--- src/rtl/route_select_pkg.sv ---
// Shared types and helpers for the route_select decision stage.
package route_select_pkg;

    typedef enum logic {
        S_IDLE = 1'b0,
        S_EMIT = 1'b1
    } state_t;

    // Encoded port index width; a floor of 1 keeps degenerate widths legal.
    function automatic int idx_width(input int dir_w);
        return (dir_w > 1) ? $clog2(dir_w) : 1;
    endfunction

endpackage

--- src/rtl/route_select_lsb_find.sv ---
// Combinational lowest-set-bit finder: returns presence, index and the mask
// with that bit cleared.
module lsb_find
    import route_select_pkg::*;
#(
    parameter int DIR_W = 4,
    localparam int IDX_W = idx_width(DIR_W)
) (
    input  logic [DIR_W-1:0] mask,
    output logic             found,
    output logic [IDX_W-1:0] idx,
    output logic [DIR_W-1:0] residual
);

    always_comb begin
        found = 1'b0;
        idx   = '0;
        // Scan downwards so the lowest set bit wins the final assignment.
        for (int i = DIR_W - 1; i >= 0; i--) begin
            if (mask[i]) begin
                found = 1'b1;
                idx   = IDX_W'(i);
            end
        end
    end

    assign residual = mask & (mask - DIR_W'(1));

endmodule

--- src/rtl/route_select.sv ---
// Route-decision stage: turns a direction mask into one (unicast) or a
// sequence of (multicast) registered port decisions over valid/ready.
module route_select
    import route_select_pkg::*;
#(
    parameter int DIR_W = 4,
    parameter int MCAST = 0,
    localparam int IDX_W = idx_width(DIR_W)
) (
    input  logic             clk,
    input  logic             rst_n,
    input  logic             in_valid,
    output logic             in_ready,
    input  logic [DIR_W-1:0] in_mask,
    output logic             out_valid,
    input  logic             out_ready,
    output logic             out_core,
    output logic [IDX_W-1:0] out_port,
    output logic             out_last,
    output logic             busy
);

    typedef struct packed {
        logic             core;
        logic [IDX_W-1:0] port;
        logic             last;
    } decision_t;

    state_t           state_reg;
    decision_t        dec_reg;
    decision_t        dec_next;
    logic [DIR_W-1:0] mask_q;
    logic [DIR_W-1:0] mask_next;

    logic             in_found, q_found, sel_found;
    logic [IDX_W-1:0] in_idx, q_idx, sel_idx;
    logic [DIR_W-1:0] in_res, q_res, sel_res;
    logic             accept, fire, advance;

    lsb_find #(.DIR_W(DIR_W)) u_in_find (
        .mask     (in_mask),
        .found    (in_found),
        .idx      (in_idx),
        .residual (in_res)
    );

    lsb_find #(.DIR_W(DIR_W)) u_q_find (
        .mask     (mask_q),
        .found    (q_found),
        .idx      (q_idx),
        .residual (q_res)
    );

    assign out_valid = (state_reg == S_EMIT);
    assign busy      = out_valid;
    assign out_core  = dec_reg.core;
    assign out_port  = dec_reg.port;
    assign out_last  = dec_reg.last;

    assign in_ready  = !out_valid || (out_ready && dec_reg.last);
    assign accept    = in_valid && in_ready;
    assign fire      = out_valid && out_ready;
    // Mid-packet advance consumes the stored residual instead of a new mask.
    assign advance   = fire && !dec_reg.last;

    assign sel_found = advance ? q_found : in_found;
    assign sel_idx   = advance ? q_idx   : in_idx;
    assign sel_res   = advance ? q_res   : in_res;

    always_comb begin
        dec_next.core = !sel_found;
        dec_next.port = sel_found ? sel_idx : '0;
        dec_next.last = (MCAST != 0) ? (sel_res == '0) : 1'b1;
        mask_next     = (MCAST != 0) ? sel_res : '0;
    end

    always_ff @(posedge clk or negedge rst_n) begin
        if (!rst_n) begin
            state_reg <= S_IDLE;
            dec_reg   <= '0;
            mask_q    <= '0;
        end else begin
            case (state_reg)
                S_IDLE: begin
                    if (accept) begin
                        dec_reg   <= dec_next;
                        mask_q    <= mask_next;
                        state_reg <= S_EMIT;
                    end
                end
                S_EMIT: begin
                    if (fire) begin
                        if (advance || accept) begin
                            dec_reg <= dec_next;
                            mask_q  <= mask_next;
                        end else begin
                            mask_q    <= '0;
                            state_reg <= S_IDLE;
                        end
                    end
                end
                default: state_reg <= S_IDLE;
            endcase
        end
    end

endmodule

--- config.mk ---
export PLATFORM = sky130hd
export DESIGN_NAME = route_select
export DESIGN_NICKNAME = d
export VERILOG_FILES = /design/src/rtl/route_select_pkg.sv /design/src/rtl/route_select_lsb_find.sv /design/src/rtl/route_select.sv
export SDC_FILE = /design/constraint.sdc
export NUM_CORES = 1
export LEC_CHECK = 0
export BUFFER_PORTS_ARGS = -buffer_cell sky130_fd_sc_hd__buf_2
export CAP_MARGIN = 40
export CORE_AREA = 5 5 42 44
export DETAILED_ROUTE_END_ITERATION = 8
export DIE_AREA = 0 0 47 49
export SKIP_LAST_GASP = 1
export SLEW_MARGIN = 20
export SYNTH_ARGS = -nofsm -noshare
export SYNTH_HDL_FRONTEND = slang
export SYNTH_HIERARCHICAL = 1
export SYNTH_SLANG_ARGS = --single-unit
--- constraint.sdc ---
create_clock -name clk -period 2.9 [get_ports clk]
set_input_delay 0.435 -clock clk [delete_from_list [all_inputs] [get_ports clk]]
set_output_delay 0.435 -clock clk [all_outputs]
set_load 0.005 [all_outputs]
==> flow_summary.ini, run 1 <==
[grt]
grt_overflow = 0
first_global_vias = 369
track_usage = 0.0800
grt_max_degree = 9
antenna_found_initial = 0
grt_first_pass_wirelength_mm = 1.35

[power]
total_leakage_power_nw = 0.263
comb_power_share = 0.202
worst_ir_drop_vdd_v = 0.000206
internal_power_summed_over_all_cells_mw = 0.149
seq_power_share = 0.404
share_clk_of_total_power = 0.393
power_per_cell_area_nw_per_um2 = 418
netSwitchingPower_mw = 0.0527
power.share.switching = 0.261

[clocking]
tritoncts_clock_tree = done
clk-insertion-delay-late_ns = 0.24
cts_buffer_depth = 2
clk_transition_reported_paths_ns = 0.04
tritoncts.num_buffers = 3
ctsRootBufferMaster = sky130_fd_sc_hd__clkbuf_4
clock_tree.htree_level_count = 1
clock_sinks = 5
post_cts_resized = 0

[floorplanning]
chipWidth_um = 47
core_region_area_um2 = 1400
floorplan.initialDensity = 0.236
die_height_um = 49
dieArea_um2 = 2300
pin_count = 15
row_count = 14

[placed_design]
place.port_buffers = 14
finalWeightedCongestion = 0.649
detailed_place_hpwl_um = 597
detailed_place.area_um2 = 447

[setup_path]
cpLargestDelayFamily = flip-flops
critical-path-max-stage-delay_ns = 0.43
crit_path_cell_trace = nand2_1, nand2_1, buf_2
critical_path.endpoint_type = primary output
timing.critical_path.required_ns = 2.47
timing.critical_path.arrival_ns = 0.96
path_class = reg2out
critical_path.slowest_cell = sky130_fd_sc_hd__dfrtp_1
cp_max_fo = 7
r2r.worst_path.cells = 3
critical_path_buf_inv_count = 1
path_common_cell = sky130_fd_sc_hd__nand2_1
crit_cells = 3
startpoint_type = flip-flop

[drt]
met2_wirelength_um = 416
num_vias = 339
drt-initial-drc-count = 1
detail_route.drc_violations = 0
highest_layer = met3
wl_per_cell_um = 9.16
routed-wl-met3_um = 23
routedLengthMet1_um = 311
remaining_antenna_violation_count = 0
drt_first_pass_iters = 2
detailed_route_wire_length_um = 751
drt-vias-per-instance = 4.13

[timing]
setup-tns-final_ns = 0
grt_setup_unrepaired = no
setup_viol = 0
fmax_mhz = 719
final-max-slew-violation-count = 0
finalClockSkew_ns = 0.00410
finalHoldViolations = 0
finalWorstPathRequiredPeriod_ns = 1.39
final_min_period_over_clock_period = 0.480

[cells_and_area]
num_antenna_cells = 0
fillerInstances = 162
drive_gt1_frac = 0.288
mostFrequentLayoutCell = sky130_fd_sc_hd__buf_2
design.final.nets = 75
area_growth_pct = 46.2
layout_common_cells = sky130_fd_sc_hd__buf_2, sky130_fd_sc_hd__conb_1, sky130_fd_sc_hd__nand2_1, sky130_fd_sc_hd__dfrtp_1
stdcell_area_um2 = 483
final_core_utilization = 0.345

[status]
outcome = complete, no violations

[synth]
syn_area_cell_um2 = 8.47
postSynthCellCount = 39
synthesis.area_um2 = 330
yosysWarnings = 6

[min_path]
worstHoldPathCells = 2
hold_class = in2reg

[job]
maxCapViolations = 0
[routing by layer]
layer	vias to the layer above	global-route usage
met5	-	0
met4	0	0.0415
met3	0	0.0221
met2	8	0.145
met1	154	0.0761
li1	177	-
[metrics by stage]
step                      total power, mW  instances  hold slack (ns)  setup slack, ns
final                               0.202         82            0.463             1.51
after global routing                0.219         82            0.467             1.44
after CTS                           0.206         82            0.461             1.50
after detailed placement            0.122         77            0.253             1.61
after global placement              0.121         77            0.251             1.62
after floorplan                     0.104         48            0.139             1.83
[power by group through the flow]
stage	clock [mW]	combinational [mW]	sequential, mW
3_5_place_dp	0	0.0394	0.0821
4_1_cts	0.0833	0.0413	0.0816
2_1_floorplan	0	0.0209	0.0827
6_report	0.0794	0.0408	0.0816
5_1_grt	0.0894	0.0467	0.0827
3_3_place_gp	0	0.0392	0.0820
[path summary, 6_finish.rpt]
kind                       slack [ns]        start           to
min reg2reg                      0.49  out_port[1]  out_port[1]
min in group asynchronous        0.53        rst_n  out_port[0]
max reg2reg                      1.82     out_last  out_port[0]
max in group asynchronous        2.24        rst_n         busy
max                              1.51     out_last     in_ready
min                              0.46     in_valid         busy
[final cells by class]
cell class / count / area [µm²] / share of cell area
tap: 16 / 20.0 / 0.0415
inverter: 4 / 15.0 / 0.0311
sequential: 5 / 125 / 0.259
multi-input combinational: 38 / 216 / 0.448
clock buffer: 4 / 26.3 / 0.0544
timing repair buffer: 15 / 80.1 / 0.166
[what timing repair did]
| action | in CTS | in global routing |
|---|---|---|
| setup buffers | 0 | 0 |
| endpoints found under the hold margin | 5 | 0 |
| setup endpoints to repair | 0 | 0 |
| hold buffers | 1 | 0 |
[sequential cells by signal, summed over array words and instances, names as in the netlist]
name and flops:
out_port 2, out_last 1, busy 1, out_core 1
(Power assumes the default switching activity.)
==> run 2: changes to the inputs <==
--- a/config.mk
+++ b/config.mk
@@ -5,6 +5,7 @@
 export SDC_FILE = /design/constraint.sdc
 export NUM_CORES = 1
 export LEC_CHECK = 0
+export ABC_AREA = 1
 export BUFFER_PORTS_ARGS = -buffer_cell sky130_fd_sc_hd__buf_2
 export CAP_MARGIN = 40
 export CORE_AREA = 5 5 42 44
==> constraint.sdc (replaced) <==
create_clock -name clk -period 1.4 [get_ports clk]
set_input_delay 0.21 -clock clk [delete_from_list [all_inputs] [get_ports clk]]
set_output_delay 0.21 -clock clk [all_outputs]
set_load 0.005 [all_outputs]
==> run 2 against run 1 <==
Net effect:
- clock skew is essentially flat
- flip-flop and latch count is the same
- combinational power grew 97%
- clock-buffer cell count is the same
- sequential power grew 100%
- utilization grew 2.3 points
- critical endpoint unchanged
- highest routed layer unchanged
==> flow_summary.ini, run 2 <==
[status]
outcome = complete, no violations

[clocking]
tritoncts_clock_tree = done
clk-insertion-delay-late_ns = 0.24
cts_buffer_depth = 2
ctsRootBufferMaster = sky130_fd_sc_hd__clkbuf_4
clk_transition_reported_paths_ns = 0.04
clock_sinks = 5
clock_tree.htree_level_count = 1
tritoncts.num_buffers = 3

[grt]
track_usage = 0.0771
antenna_found_initial = 0
grt_overflow = 0
grt_first_pass_wirelength_mm = 1.34
first_global_vias = 347
grt_max_degree = 9

[job]
maxCapViolations = 0

[timing]
fin_ws_ns = 0.0670
final-max-slew-violation-count = 0
setup-tns-final_ns = 0
worst_case_hold_slack_ns = 0.224
finalHoldViolations = 0
final_min_period_over_clock_period = 0.952
finalWorstPathRequiredPeriod_ns = 1.33
grt_setup_unrepaired = no
finalClockSkew_ns = 0.00384
fmax_mhz = 750
setup_viol = 0

[placed_design]
placedCellCount = 89
detailedPlace.worstSlack_ns = 0.288
finalWeightedCongestion = 0.657
detailed_place_hpwl_um = 608
place.port_buffers = 14
detailed_place.area_um2 = 478

[synth]
postSynthCellCount = 52
synthesis.area_um2 = 365
yosysWarnings = 6
syn_area_cell_um2 = 7.03

[power]
share_clk_of_total_power = 0.407
power_per_cell_area_nw_per_um2 = 795
finalPower_mw = 0.410
netSwitchingPower_mw = 0.109
comb_power_share = 0.197
seq_power_share = 0.397
internal_power_summed_over_all_cells_mw = 0.301
power.share.switching = 0.267
total_leakage_power_nw = 0.291
worst_ir_drop_vdd_v = 0.000560

[drt]
wl_per_cell_um = 7.81
drt-vias-per-instance = 3.91
detailed_route_wire_length_um = 734
drt_first_pass_iters = 4
remaining_antenna_violation_count = 0
drt-initial-drc-count = 6
detail_route.drc_violations = 0
num_vias = 368

[cells_and_area]
area_growth_pct = 41.1
layout_common_cells = sky130_fd_sc_hd__nand2_1, sky130_fd_sc_hd__buf_2, sky130_fd_sc_hd__conb_1, sky130_fd_sc_hd__inv_1, sky130_fd_sc_hd__nand3_1
mostFrequentLayoutCell = sky130_fd_sc_hd__nand2_1
stdcell_area_um2 = 515
stdcell_count = 94
design.final.nets = 87
num_antenna_cells = 0
drive_gt1_frac = 0.333
final_core_utilization = 0.368
largest_register_ff_count = 2

[floorplanning]
row_count = 14
floorplan.initialDensity = 0.261
chipWidth_um = 47
pin_count = 15
core_region_area_um2 = 1400
dieArea_um2 = 2300
die_height_um = 49

[setup_path]
timing.critical_path.arrival_ns = 1.12
path_class = reg2out
startpoint_type = flip-flop
r2r.worst_path.cells = 5
timing.critical_path.required_ns = 1.19
cp_max_fo = 8
critical_path.endpoint_type = primary output

[min_path]
worstHoldPathCells = 3
hold_class = in2reg
[run 2: cell type report]
class,count,area [µm²]
fill,156,886
multi-input combinational,44,225
sequential,5,126
timing repair buffer,15,80.1
inverter,10,37.5
clock buffer,4,26.3
tap,16,20.0
[run 2: metal layers]
layer	GRT usage	vias to the layer above	routed length [µm]
li1	-	206	-
met1	0.100	147	342
met2	0.111	15	288
met3	0.0443	0	103
met4	0.0138	0	0
met5	0	-	0
[run 2: power by group through the flow]
stage / Combinational, mW / Clock [mW] / Sequential [mW]
after floorplan: 0.0446 / 0 / 0.165
after global placement: 0.0779 / 0 / 0.164
after detailed placement: 0.0783 / 0 / 0.164
after CTS: 0.0811 / 0.172 / 0.162
after global routing: 0.0925 / 0.182 / 0.165
final: 0.0805 / 0.167 / 0.163
[run 2: worst paths after layout]
path | to | slack [ns] | start
max in group asynchronous | busy | 0.95 | rst_n
worst max register to register | out_core | 0.40 | busy
min in group asynchronous | out_port[1] | 0.30 | rst_n
worst min-delay path | busy | 0.22 | in_valid
worst min register to register | out_port[1] | 0.47 | out_port[1]
worst max-delay path | in_ready | 0.07 | busy
[run 2: timing repair]
item	CTS	global route
setup endpoints to repair	0	1
resized for setup	0	2
hold endpoints to repair	5	0
hold buffers	1	0
buffers inserted	0	0
[run 2: worst max-delay path, stage by stage, from the launching register on]
cell and delay, ns:
sky130_fd_sc_hd__dfrtp_2 0.44, sky130_fd_sc_hd__nand2_1 0.10, sky130_fd_sc_hd__inv_1 0.08, sky130_fd_sc_hd__nor2_1 0.13, sky130_fd_sc_hd__buf_2 0.13
==> run 3: changes to the inputs <==
--- a/config.mk
+++ b/config.mk
@@ -11,6 +11,8 @@
 export CORE_AREA = 5 5 42 44
 export DETAILED_ROUTE_END_ITERATION = 8
 export DIE_AREA = 0 0 47 49
+export PLACE_DENSITY = 0.61
+export SETUP_SLACK_MARGIN = 0.2
 export SKIP_LAST_GASP = 1
 export SLEW_MARGIN = 20
 export SYNTH_ARGS = -nofsm -noshare
==> run 3 against run 2 <==
Net effect:
- clock power fell by 2%
- wire length increased by 16%
- sequential power is essentially flat
- final cell count up 6.4%
- hold slack improved by 0.0034 ns
- die area is the same
- global-route usage up 1.5 points
- critical endpoint unchanged
- largest cell class unchanged
- highest routed layer unchanged
==> flow_summary.ini, run 3 (synthesis results as in run 2) <==
[power]
worst_ir_drop_vdd_v = 0.000591
total_leakage_power_nw = 0.320
power_per_cell_area_nw_per_um2 = 739
finalPower_mw = 0.422

[grt]
antenna_found_initial = 0
first_global_vias = 408
track_usage = 0.0921
global_route_met1_usage = 0.110
most_used_routing_layer = met2
grt_first_pass_wirelength_mm = 1.56
grt_max_degree = 7
grt_overflow = 0
grt_util_met3 = 0.0443
globalRouteMet2Util = 0.143

[setup_path]
rr_endpoint = out_port[0]
critical-path-max-stage-delay_ns = 0.42
cpLargestDelayFamily = flip-flops
r2r.worst_path.cells = 7
timing.critical_path.required_ns = 1.19
path_class = reg2out
path_common_cell = sky130_fd_sc_hd__nor2_4
critical_path_buf_inv_count = 2
timing.critical_path.arrival_ns = 0.99
critical_path.slowest_cell = sky130_fd_sc_hd__dfrtp_2
cp_max_fo = 3
crit_cells = 4
timing.reg2reg.setup_slack_ns = 0.32
critical_path.endpoint_type = primary output
crit_start = busy
worst_r2r_startpoint = out_last
startpoint_type = flip-flop
crit_path_cell_trace = inv_2, nor2_4, nor2_4, buf_2

[cells_and_area]
largest_register_ff_count = 2
area_growth_pct = 56.2
final_core_utilization = 0.407
drive_gt1_frac = 0.417
final-seq-area_um2 = 126
layout_common_cells = sky130_fd_sc_hd__nand2_1, sky130_fd_sc_hd__buf_2, sky130_fd_sc_hd__conb_1, sky130_fd_sc_hd__inv_1, sky130_fd_sc_hd__buf_4
stdcell_count = 100
num_antenna_cells = 0
combined_area_of_the_multi_input_logic_cells_um2 = 235
design.final.nets = 93
fillerInstances = 163

[job]
maxCapViolations = 0

[timing]
finalClockSkew_ns = 0.000591
fmax_mhz = 831
grt_setup_unrepaired = yes
final-max-slew-violation-count = 0
fin_ws_ns = 0.196
finalWorstPathRequiredPeriod_ns = 1.20
setup-tns-final_ns = 0
finalHoldViolations = 0
setup_viol = 0
final_min_period_over_clock_period = 0.860

[floorplanning]
chipWidth_um = 47
floorplan.initialDensity = 0.261
die_height_um = 49
dieArea_um2 = 2300
row_count = 14
pin_count = 15
core_region_area_um2 = 1400

[clocking]
tritoncts.num_buffers = 3
ctsRootBufferMaster = sky130_fd_sc_hd__clkbuf_4
clk_transition_reported_paths_ns = 0.04
cts_buffer_depth = 2
clk-insertion-delay-late_ns = 0.24
clock_sinks = 5
tritoncts_clock_tree = done
clock_tree.htree_level_count = 1

[drt]
drt-vias-per-instance = 4.07
drt-initial-drc-count = 8
num_vias = 407
drt_first_pass_iters = 4
detailed_route_wire_length_um = 848
wl_per_cell_um = 8.48
detail_route.drc_violations = 0
remaining_antenna_violation_count = 0

[status]
outcome = complete, no violations

[placed_design]
detailedPlace.worstSlack_ns = 0.287
place.port_buffers = 14
detailed_place_hpwl_um = 638
placedCellCount = 89
finalWeightedCongestion = 0.661

[min_path]
worstHoldPathCells = 3
hold_path_startpoint = in_valid
hold_class = in2reg
hold_end = busy
==> run 3: worst min-delay path: stages <==
cell	delay [ns]
sky130_fd_sc_hd__buf_2	0.11
sky130_fd_sc_hd__inv_1	0.05
sky130_fd_sc_hd__nand2_1	0.06
==> run 3: worst max path at each step <==
| stage | endpoint |
|---|---|
| finish | in_ready |
| global route | in_ready |
| CTS | in_ready |
| detailed placement | in_ready |
| global placement | in_ready |
| floorplan | out_core |
==> run 3: area by class of cell <==
class / count / share of cell area
Tap cell: 16 / 0.0351
Clock buffer: 4 / 0.0461
Timing Repair Buffer: 21 / 0.219
Sequential cell: 5 / 0.221
Inverter: 10 / 0.0658
Multi-Input combinational cell: 44 / 0.412
==> run 3: report_power, final <==
part / switching, mW / internal, mW / total [mW]
registers: 0.00572 / 0.155 / 0.161
clock network: 0.0555 / 0.108 / 0.163
logic: 0.0495 / 0.0483 / 0.0978
==> run 3: stage by stage <==
stage               cell area (µm²)  hold slack [ns]
floorplan                       395          -0.0856
global placement                478           0.0273
detailed placement              478           0.0302
CTS                             566            0.220
global route                    571            0.251
finish                          571            0.227
==> run 3: repair_timing <==
item                                    in CTS  in global routing
resized for setup                            5                  1
endpoints found under the setup margin       1                  2
hold endpoints to repair                     5                  0
setup buffers                                6                  0
pin swaps                                    2                  2
hold buffers                                 1                  0
==> run 3: layer usage <==
layer,wire [µm],up-vias
met5,0,-
met4,0,0
met3,79,0
met2,418,14
met1,350,175
li1,-,218
